[src/rtl/ft_pkg.sv]
// Shared widths, state encoding and default tuning values for the frequency tracker.
package ft_pkg;

  localparam int PHASE_W = 16;
  localparam int FREQ_W  = 32;
  localparam int ERR_W   = PHASE_W + 1;

  typedef enum logic [1:0] {
    ST_IDLE  = 2'b00,
    ST_SWEEP = 2'b01,
    ST_TRACK = 2'b10,
    ST_FAULT = 2'b11
  } ft_state_e;

  localparam int DEF_F_MIN     = 20000;
  localparam int DEF_F_MAX     = 60000;
  localparam int DEF_F_START   = 20000;
  localparam int DEF_F_STEP    = 100;
  localparam int DEF_PHASE_SET = 0;
  localparam int DEF_SWEEP_WIN = 1000;
  localparam int DEF_KP_SHIFT  = 4;
  localparam int DEF_MAX_DELTA = 200;
  localparam int DEF_LOCK_TOL  = 200;
  localparam int DEF_LOCK_CNT  = 8;
  localparam int DEF_LOSS_TOL  = 3000;
  localparam int DEF_LOSS_CNT  = 4;
  localparam int DEF_MAX_WRAPS = 3;

endpackage

[src/rtl/ft_err_calc.sv]
// Stage 1 of the tracker: phase error against the setpoint, its magnitude,
// and the clamped proportional correction, all registered.
module ft_err_calc
  import ft_pkg::*;
#(
  parameter int PHASE_SET = DEF_PHASE_SET,
  parameter int KP_SHIFT  = DEF_KP_SHIFT,
  parameter int MAX_DELTA = DEF_MAX_DELTA
) (
  input  logic                    clk_100M,
  input  logic                    rst,
  input  logic                    en,
  input  logic [PHASE_W-1:0]      phase_fft,
  input  logic                    phase_valid,
  output logic [ERR_W-1:0]        err_abs,
  output logic signed [ERR_W-1:0] delta,
  output logic                    valid
);

  localparam logic signed [ERR_W-1:0] SET_C  = ERR_W'(PHASE_SET);
  localparam logic signed [ERR_W-1:0] DMAX_C = ERR_W'(MAX_DELTA);
  localparam logic signed [ERR_W-1:0] DMIN_C = -DMAX_C;

  logic signed [ERR_W-1:0] err;
  logic signed [ERR_W-1:0] shifted;
  logic signed [ERR_W-1:0] clamped;
  logic        [ERR_W-1:0] mag;

  // One extra bit keeps -32768 minus the setpoint and its magnitude exact.
  always_comb begin
    err     = $signed({phase_fft[PHASE_W-1], phase_fft}) - SET_C;
    mag     = err[ERR_W-1] ? $unsigned(-err) : $unsigned(err);
    shifted = err >>> KP_SHIFT;
    clamped = shifted;
    if (shifted > DMAX_C)      clamped = DMAX_C;
    else if (shifted < DMIN_C) clamped = DMIN_C;
  end

  // NOTE: clocked state uses non-blocking assignments so every register
  // samples pre-edge values regardless of statement order.
  always_ff @(posedge clk_100M or posedge rst) begin
    if (rst) begin
      valid   <= 1'b0;
      err_abs <= '0;
      delta   <= '0;
    end else begin
      valid <= phase_valid & en;
      if (phase_valid) begin
        err_abs <= mag;
        delta   <= clamped;
      end
    end
  end

endmodule

[src/rtl/freq_track_ctrl.sv]
// Closed-loop drive-frequency tracker: coarse sweep until the phase enters the
// capture window, then proportional tracking with lock and loss detection.
module freq_track_ctrl
  import ft_pkg::*;
#(
  parameter int F_MIN     = DEF_F_MIN,
  parameter int F_MAX     = DEF_F_MAX,
  parameter int F_START   = DEF_F_START,
  parameter int F_STEP    = DEF_F_STEP,
  parameter int PHASE_SET = DEF_PHASE_SET,
  parameter int SWEEP_WIN = DEF_SWEEP_WIN,
  parameter int KP_SHIFT  = DEF_KP_SHIFT,
  parameter int MAX_DELTA = DEF_MAX_DELTA,
  parameter int LOCK_TOL  = DEF_LOCK_TOL,
  parameter int LOCK_CNT  = DEF_LOCK_CNT,
  parameter int LOSS_TOL  = DEF_LOSS_TOL,
  parameter int LOSS_CNT  = DEF_LOSS_CNT,
  parameter int MAX_WRAPS = DEF_MAX_WRAPS
) (
  input  logic               clk_100M,
  input  logic               rst,
  input  logic               en,
  input  logic [PHASE_W-1:0] phase_fft,
  input  logic               phase_valid,
  output logic [FREQ_W-1:0]  drive_frequency,
  output logic               freq_update,
  output logic               locked,
  output logic               fault,
  output logic [1:0]         state
);

  if (LOCK_TOL >= LOSS_TOL) begin : g_tol_check
    $error("freq_track_ctrl: LOCK_TOL must be below LOSS_TOL");
  end

  localparam int FX_W   = FREQ_W + 1;
  localparam int LOCK_W = $clog2(LOCK_CNT + 1);
  localparam int LOSS_W = $clog2(LOSS_CNT + 1);
  localparam int WRAP_W = $clog2(MAX_WRAPS + 1);

  localparam logic [FREQ_W-1:0]      F_START_F = FREQ_W'(F_START);
  localparam logic [FREQ_W-1:0]      F_MIN_F   = FREQ_W'(F_MIN);
  localparam logic [FREQ_W-1:0]      F_MAX_F   = FREQ_W'(F_MAX);
  localparam logic [FX_W-1:0]        F_STEP_X  = FX_W'(F_STEP);
  localparam logic [FX_W-1:0]        F_MAX_X   = FX_W'(F_MAX);
  localparam logic signed [FX_W-1:0] F_MIN_S   = FX_W'(F_MIN);
  localparam logic signed [FX_W-1:0] F_MAX_S   = FX_W'(F_MAX);
  localparam logic [ERR_W-1:0]       SWEEP_WIN_C = ERR_W'(SWEEP_WIN);
  localparam logic [ERR_W-1:0]       LOCK_TOL_C  = ERR_W'(LOCK_TOL);
  localparam logic [ERR_W-1:0]       LOSS_TOL_C  = ERR_W'(LOSS_TOL);
  localparam logic [LOCK_W-1:0]      LOCK_CNT_C  = LOCK_W'(LOCK_CNT);
  localparam logic [LOSS_W-1:0]      LOSS_CNT_C  = LOSS_W'(LOSS_CNT);
  localparam logic [WRAP_W-1:0]      MAX_WRAPS_C = WRAP_W'(MAX_WRAPS);

  logic [ERR_W-1:0]        s1_err_abs;
  logic signed [ERR_W-1:0] s1_delta;
  logic                    s1_valid;

  ft_err_calc #(
    .PHASE_SET (PHASE_SET),
    .KP_SHIFT  (KP_SHIFT),
    .MAX_DELTA (MAX_DELTA)
  ) u_err_calc (
    .clk_100M    (clk_100M),
    .rst         (rst),
    .en          (en),
    .phase_fft   (phase_fft),
    .phase_valid (phase_valid),
    .err_abs     (s1_err_abs),
    .delta       (s1_delta),
    .valid       (s1_valid)
  );

  ft_state_e         state_q, state_d;
  logic [FREQ_W-1:0] freq_q, freq_d;
  logic              upd_q, upd_d;
  logic              locked_q, locked_d;
  logic              fault_q, fault_d;
  logic [WRAP_W-1:0] wraps_q, wraps_d, wraps_inc;
  logic [LOCK_W-1:0] lock_cnt_q, lock_cnt_d, lock_cnt_inc;
  logic [LOSS_W-1:0] loss_cnt_q, loss_cnt_d, loss_cnt_inc;

  logic [FX_W-1:0]        swp_sum;
  logic signed [FX_W-1:0] trk_sum;
  logic [FREQ_W-1:0]      freq_trk;

  assign wraps_inc    = wraps_q + WRAP_W'(1);
  assign lock_cnt_inc = lock_cnt_q + LOCK_W'(1);
  assign loss_cnt_inc = loss_cnt_q + LOSS_W'(1);

  // Both sums carry one extra bit so overflow past F_MAX or below zero is visible.
  assign swp_sum = {1'b0, freq_q} + F_STEP_X;
  assign trk_sum = $signed({1'b0, freq_q})
                 + $signed({{(FX_W-ERR_W){s1_delta[ERR_W-1]}}, s1_delta});

  always_comb begin
    freq_trk = trk_sum[FREQ_W-1:0];
    if (trk_sum < F_MIN_S)      freq_trk = F_MIN_F;
    else if (trk_sum > F_MAX_S) freq_trk = F_MAX_F;
  end

  // NOTE: every signal driven here gets a default first, so no path leaves
  // one unassigned and no latch is inferred.
  always_comb begin
    state_d    = state_q;
    freq_d     = freq_q;
    upd_d      = 1'b0;
    locked_d   = locked_q;
    fault_d    = fault_q;
    wraps_d    = wraps_q;
    lock_cnt_d = lock_cnt_q;
    loss_cnt_d = loss_cnt_q;

    if (!en) begin
      // Dropping enable overrides any sample arriving in the same cycle.
      state_d  = ST_IDLE;
      locked_d = 1'b0;
      fault_d  = 1'b0;
    end else begin
      unique case (state_q)
        ST_IDLE: begin
          state_d = ST_SWEEP;
          freq_d  = F_START_F;
          wraps_d = '0;
          upd_d   = 1'b1;
        end
        ST_SWEEP: begin
          if (s1_valid) begin
            upd_d = 1'b1;
            if (s1_err_abs <= SWEEP_WIN_C) begin
              state_d    = ST_TRACK;
              lock_cnt_d = '0;
              loss_cnt_d = '0;
            end else if (swp_sum > F_MAX_X) begin
              freq_d  = F_MIN_F;
              wraps_d = wraps_inc;
              if (wraps_inc == MAX_WRAPS_C) begin
                state_d = ST_FAULT;
                fault_d = 1'b1;
                freq_d  = F_START_F;
              end
            end else begin
              freq_d = swp_sum[FREQ_W-1:0];
            end
          end
        end
        ST_TRACK: begin
          if (s1_valid) begin
            upd_d  = 1'b1;
            freq_d = freq_trk;
            if (s1_err_abs <= LOCK_TOL_C) begin
              loss_cnt_d = '0;
              if (lock_cnt_q != LOCK_CNT_C) lock_cnt_d = lock_cnt_inc;
              if (lock_cnt_d == LOCK_CNT_C) locked_d = 1'b1;
            end else if (s1_err_abs > LOSS_TOL_C) begin
              lock_cnt_d = '0;
              loss_cnt_d = loss_cnt_inc;
              if (loss_cnt_inc == LOSS_CNT_C) begin
                // Resume sweeping from here; the wrap budget keeps counting.
                locked_d   = 1'b0;
                state_d    = ST_SWEEP;
                loss_cnt_d = '0;
              end
            end else begin
              lock_cnt_d = '0;
              loss_cnt_d = '0;
            end
          end
        end
        ST_FAULT: begin
          fault_d = 1'b1;
          freq_d  = F_START_F;
        end
      endcase
    end
  end

  always_ff @(posedge clk_100M or posedge rst) begin
    if (rst) begin
      state_q    <= ST_IDLE;
      freq_q     <= F_START_F;
      upd_q      <= 1'b0;
      locked_q   <= 1'b0;
      fault_q    <= 1'b0;
      wraps_q    <= '0;
      lock_cnt_q <= '0;
      loss_cnt_q <= '0;
    end else begin
      state_q    <= state_d;
      freq_q     <= freq_d;
      upd_q      <= upd_d;
      locked_q   <= locked_d;
      fault_q    <= fault_d;
      wraps_q    <= wraps_d;
      lock_cnt_q <= lock_cnt_d;
      loss_cnt_q <= loss_cnt_d;
    end
  end

  assign drive_frequency = freq_q;
  assign freq_update     = upd_q;
  assign locked          = locked_q;
  assign fault           = fault_q;
  assign state           = state_q;

endmodule

[config.mk]
export PLATFORM = sky130hd
export DESIGN_NAME = freq_track_ctrl
export DESIGN_NICKNAME = d
export VERILOG_FILES = /design/src/rtl/ft_pkg.sv /design/src/rtl/ft_err_calc.sv /design/src/rtl/freq_track_ctrl.sv
export SDC_FILE = /design/constraint.sdc
export NUM_CORES = 1
export LEC_CHECK = 0
export ABC_AREA = 1
export ABC_CLOCK_PERIOD_IN_PS = 4550
export CORE_MARGIN = 4
export CORE_UTILIZATION = 35
export DETAILED_ROUTE_END_ITERATION = 10
export PLACE_DENSITY = 0.59
export REMOVE_ABC_BUFFERS = 1
export SLEW_MARGIN = 5
export SYNTH_ARGS = -nofsm -noshare
export SYNTH_HDL_FRONTEND = slang
export SYNTH_SLANG_ARGS = --single-unit
[constraint.sdc]
create_clock -name clk_100M -period 4.55 [get_ports clk_100M]
set_input_delay 0.91 -clock clk_100M [delete_from_list [all_inputs] [get_ports clk_100M]]
set_output_delay 0.91 -clock clk_100M [all_outputs]
set_load 0.03 [all_outputs]
==> metrics.cfg <==
[status]
status=finished, final reports clean

[sta]
rsz0062_at_grt=no
slew_viol_final=0
setup_tns_ns=0
max_freq_mhz=270
slew_headroom_pct=33.7
period_needed_ns=3.70
tightest_slew_ns=0.994
whs_ns=0.485
finalCritPeriodShare_pct=81.4
finClkSkew_ns=0.00794
hold_viol_final=0
setup-violations-final=0

[die]
dieWidth_um=157
design.die.area_um2=24600
io_pins=57
rows=54
core-area_um2=21800
initial_utilization_pct=35.6
fp.dieH_um=157

[critical_path]
ff2ff_setup_slack_ns=0.85
rr_worst_depth=18
worstSetupEndpointType=register
crit_type=reg -> reg
cp.required_ns=4.81
cp.arrival_ns=3.97
critPathMaxFanout=24
critPathLaunchType=register

[power_and_ir_drop]
combPwrFrac_pct=56.0
p_int_mw=2.04
leakage_nw=4.73
sw_frac_of_total_pct=50.8
peakVddDrop_mv=0.217
power.share.clock_pct=18.3
p_sw_mw=2.11
p_per_area_nw_per_um2=466
power.share.sequential_pct=25.7

[finish]
multi_input_area_um2=4850
fill_cells=2363
area_delta_synth_final_pct=14.9
drive_above_1_share_pct=4.20
n_antenna_cell=0
layout.nets=1417
register_area_um2=1910

[clocking]
clock_path_buffers=2
cts-root-buf=clkbuf_16
cts_tree=yes
hold_buffers=0
postCtsSetupRepairBufs=0
clock_sinks=76
cts.repair.resized=0
clock_latency_ns=0.34
cts_buffers=9
cts.reportedPaths.clkPinSlew_ns=0.06
htreeDepth=3

[run]
max-cap-violations=0

[place]
gp_congestion=0.918
dp.final_hpwl_um=18600
io_buffer_count=56

[drt]
topRoutingLayerUsed=met4
wl_met3_um=1140
via_per_inst=4.84
dr.pass1.iters=6
routedWlPerCell_um=14.0
dr_wl_met2_um=10700
drtIter0Drc=455
routed-via-count=7925
wl_met1_um=10500
drc_errors=0
ant_nets=0
routed_wl_um=22900

[synth]
synth_largest_area_cell=dfrtp_1
synthesis.area_um2=7740
yosysUniqueCellTypes=45
synth-seq-cells=76
synth.area.top_cells=dfrtp_1, nand2_1, inv_1
syn_avg_cell_area_um2=5.96
synthCells=1299
yosysSeqAreaShare_pct=24.7
yosys.area.top_type_share_pct=23.0
ys.warnings.count=0

[hold_path]
worstHoldPathCells=2
hp-class=reg -> reg

[grt]
grt_pass1_wl_um=37200
grt_overflow_total=0
antenna_found_initial=0
grt_util_all_layers_pct=18.8
grt_pass1_vias=7479
grt_max_degree=58

flip-flops by register name, summed over array words and instances (netlist names), 2 cells and up:
name,flops
u_err_calc.delta,12
drive_frequency,32
lock_cnt_q,4
loss_cnt_q,3
wraps_q,2
state,2
u_err_calc.err_abs,17
power groups by stage:
stage / Clock (mW) / Sequential, mW / Combinational, mW
finish: 0.760 / 1.07 / 2.32
global route: 0.811 / 1.08 / 2.63
CTS: 0.778 / 1.07 / 2.33
detailed placement: 0 / 1.08 / 2.32
global placement: 0 / 1.08 / 2.30
floorplan: 0 / 1.13 / 1.53
critical path: stages (launching register included):
cell and delay, ns:
dfrtp_1 0.95, ha_1 0.44, nand2_1 0.15, inv_1 0.05, nand2_1 0.06, nand2_1 0.08, a21oi_1 0.19, nand2_1 0.14
nand2_1 0.08, nand2_1 0.11, nor2_1 0.13, nand2_1 0.06, nor2_1 0.10, nor2_1 0.05, nand3_1 0.05, nand2_1 0.09
nor2_1 0.58, nand3_1 0.16, a31oi_1 0.17
layout make-up:
class	instances	share of cell area, %
multi-input cells	968	54.5
flip-flops and latches	76	21.5
inverters	237	10.0
repair buffers	59	6.56
well taps	280	3.94
clock buffers	9	2.53
clock inverters	7	0.957
worst paths after layout:
| check | startpoint | end |
|---|---|---|
| min in group asynchronous | rst | u_err_calc.err_abs[0] |
| max in group asynchronous | rst | drive_frequency[11] |
| hold / removal | u_err_calc.err_abs[13] | u_err_calc.err_abs[13] |
| setup / recovery | u_err_calc.delta[15] | drive_frequency[4] |
| hold reg to reg | u_err_calc.err_abs[13] | u_err_calc.err_abs[13] |
| setup reg to reg | u_err_calc.delta[15] | drive_frequency[4] |
logic make-up after synthesis:
logic type / Yosys count / synth area share, %
flip-flops: 76 / 24.7
buffers and inverters: 255 / 12.7
adder cells (fa/ha/maj): 46 / 7.54
AO/OA/AOI/OAI: 108 / 7.89
XOR/XNOR: 43 / 4.87
AND/OR/NAND/NOR: 771 / 42.4
per-stage QoR:
step / area [um^2] / power, mW / worst slack (ns) / util [%] / cells
2_1_floorplan: 7650 / 2.66 / 1.59 / - / 1281
3_3_place_gp: 8580 / 3.39 / 0.978 / 39.4 / 1620
3_5_place_dp: 8580 / 3.40 / 0.884 / 39.4 / 1620
4_1_cts: 8890 / 4.18 / 0.835 / 40.9 / 1636
5_1_grt: 8890 / 4.52 / 0.403 / 40.9 / 1636
6_report: 8890 / 4.15 / 0.846 / 40.9 / 1636
cells in the mapped netlist (all sizes together):
cell type,n
ha,45
buf,8
or2,2
o211ai,3
clkbuf,10
nor3b,2
nand3b,2
xnor2,10
clkinv,2
o31ai,4
and2,7
nand3,101
a22o,2
dfrtp,71
o21bai,2
inv,235
a211oi,2
nand4,27
a32o,2
xor2,33
a21o,1
nor4,3
o21ai,46
a21oi,35
a31oi,11
fa,1
nand2,444
nor3,29
dfstp,5
nor2,154
metal layers:
metal  GRT usage, %  vias to the layer above
met1           24.7                     3534
li1               -                     4166
met3           3.43                       32
met5              0                        -
met4           5.17                        0
met2           31.6                      193
cell usage in the layout (no fill, tap or decap), drive strengths merged, types with 3 or more instances in the layout:
cell type        n
a31oi           11
xor2            33
and2             7
nor4             3
clkdlybuf4s50   56
dfrtp           71
ha              45
a21oi           35
o31ai            4
dfstp            5
nor2           154
inv            240
o21ai           46
clkinv           3
xnor2           10
clkbuf           9
buf              3
nand4           27
o211ai           3
nand2          444
nor3            29
nand3          101
Note: power is estimated with default switching activity, not from simulation.
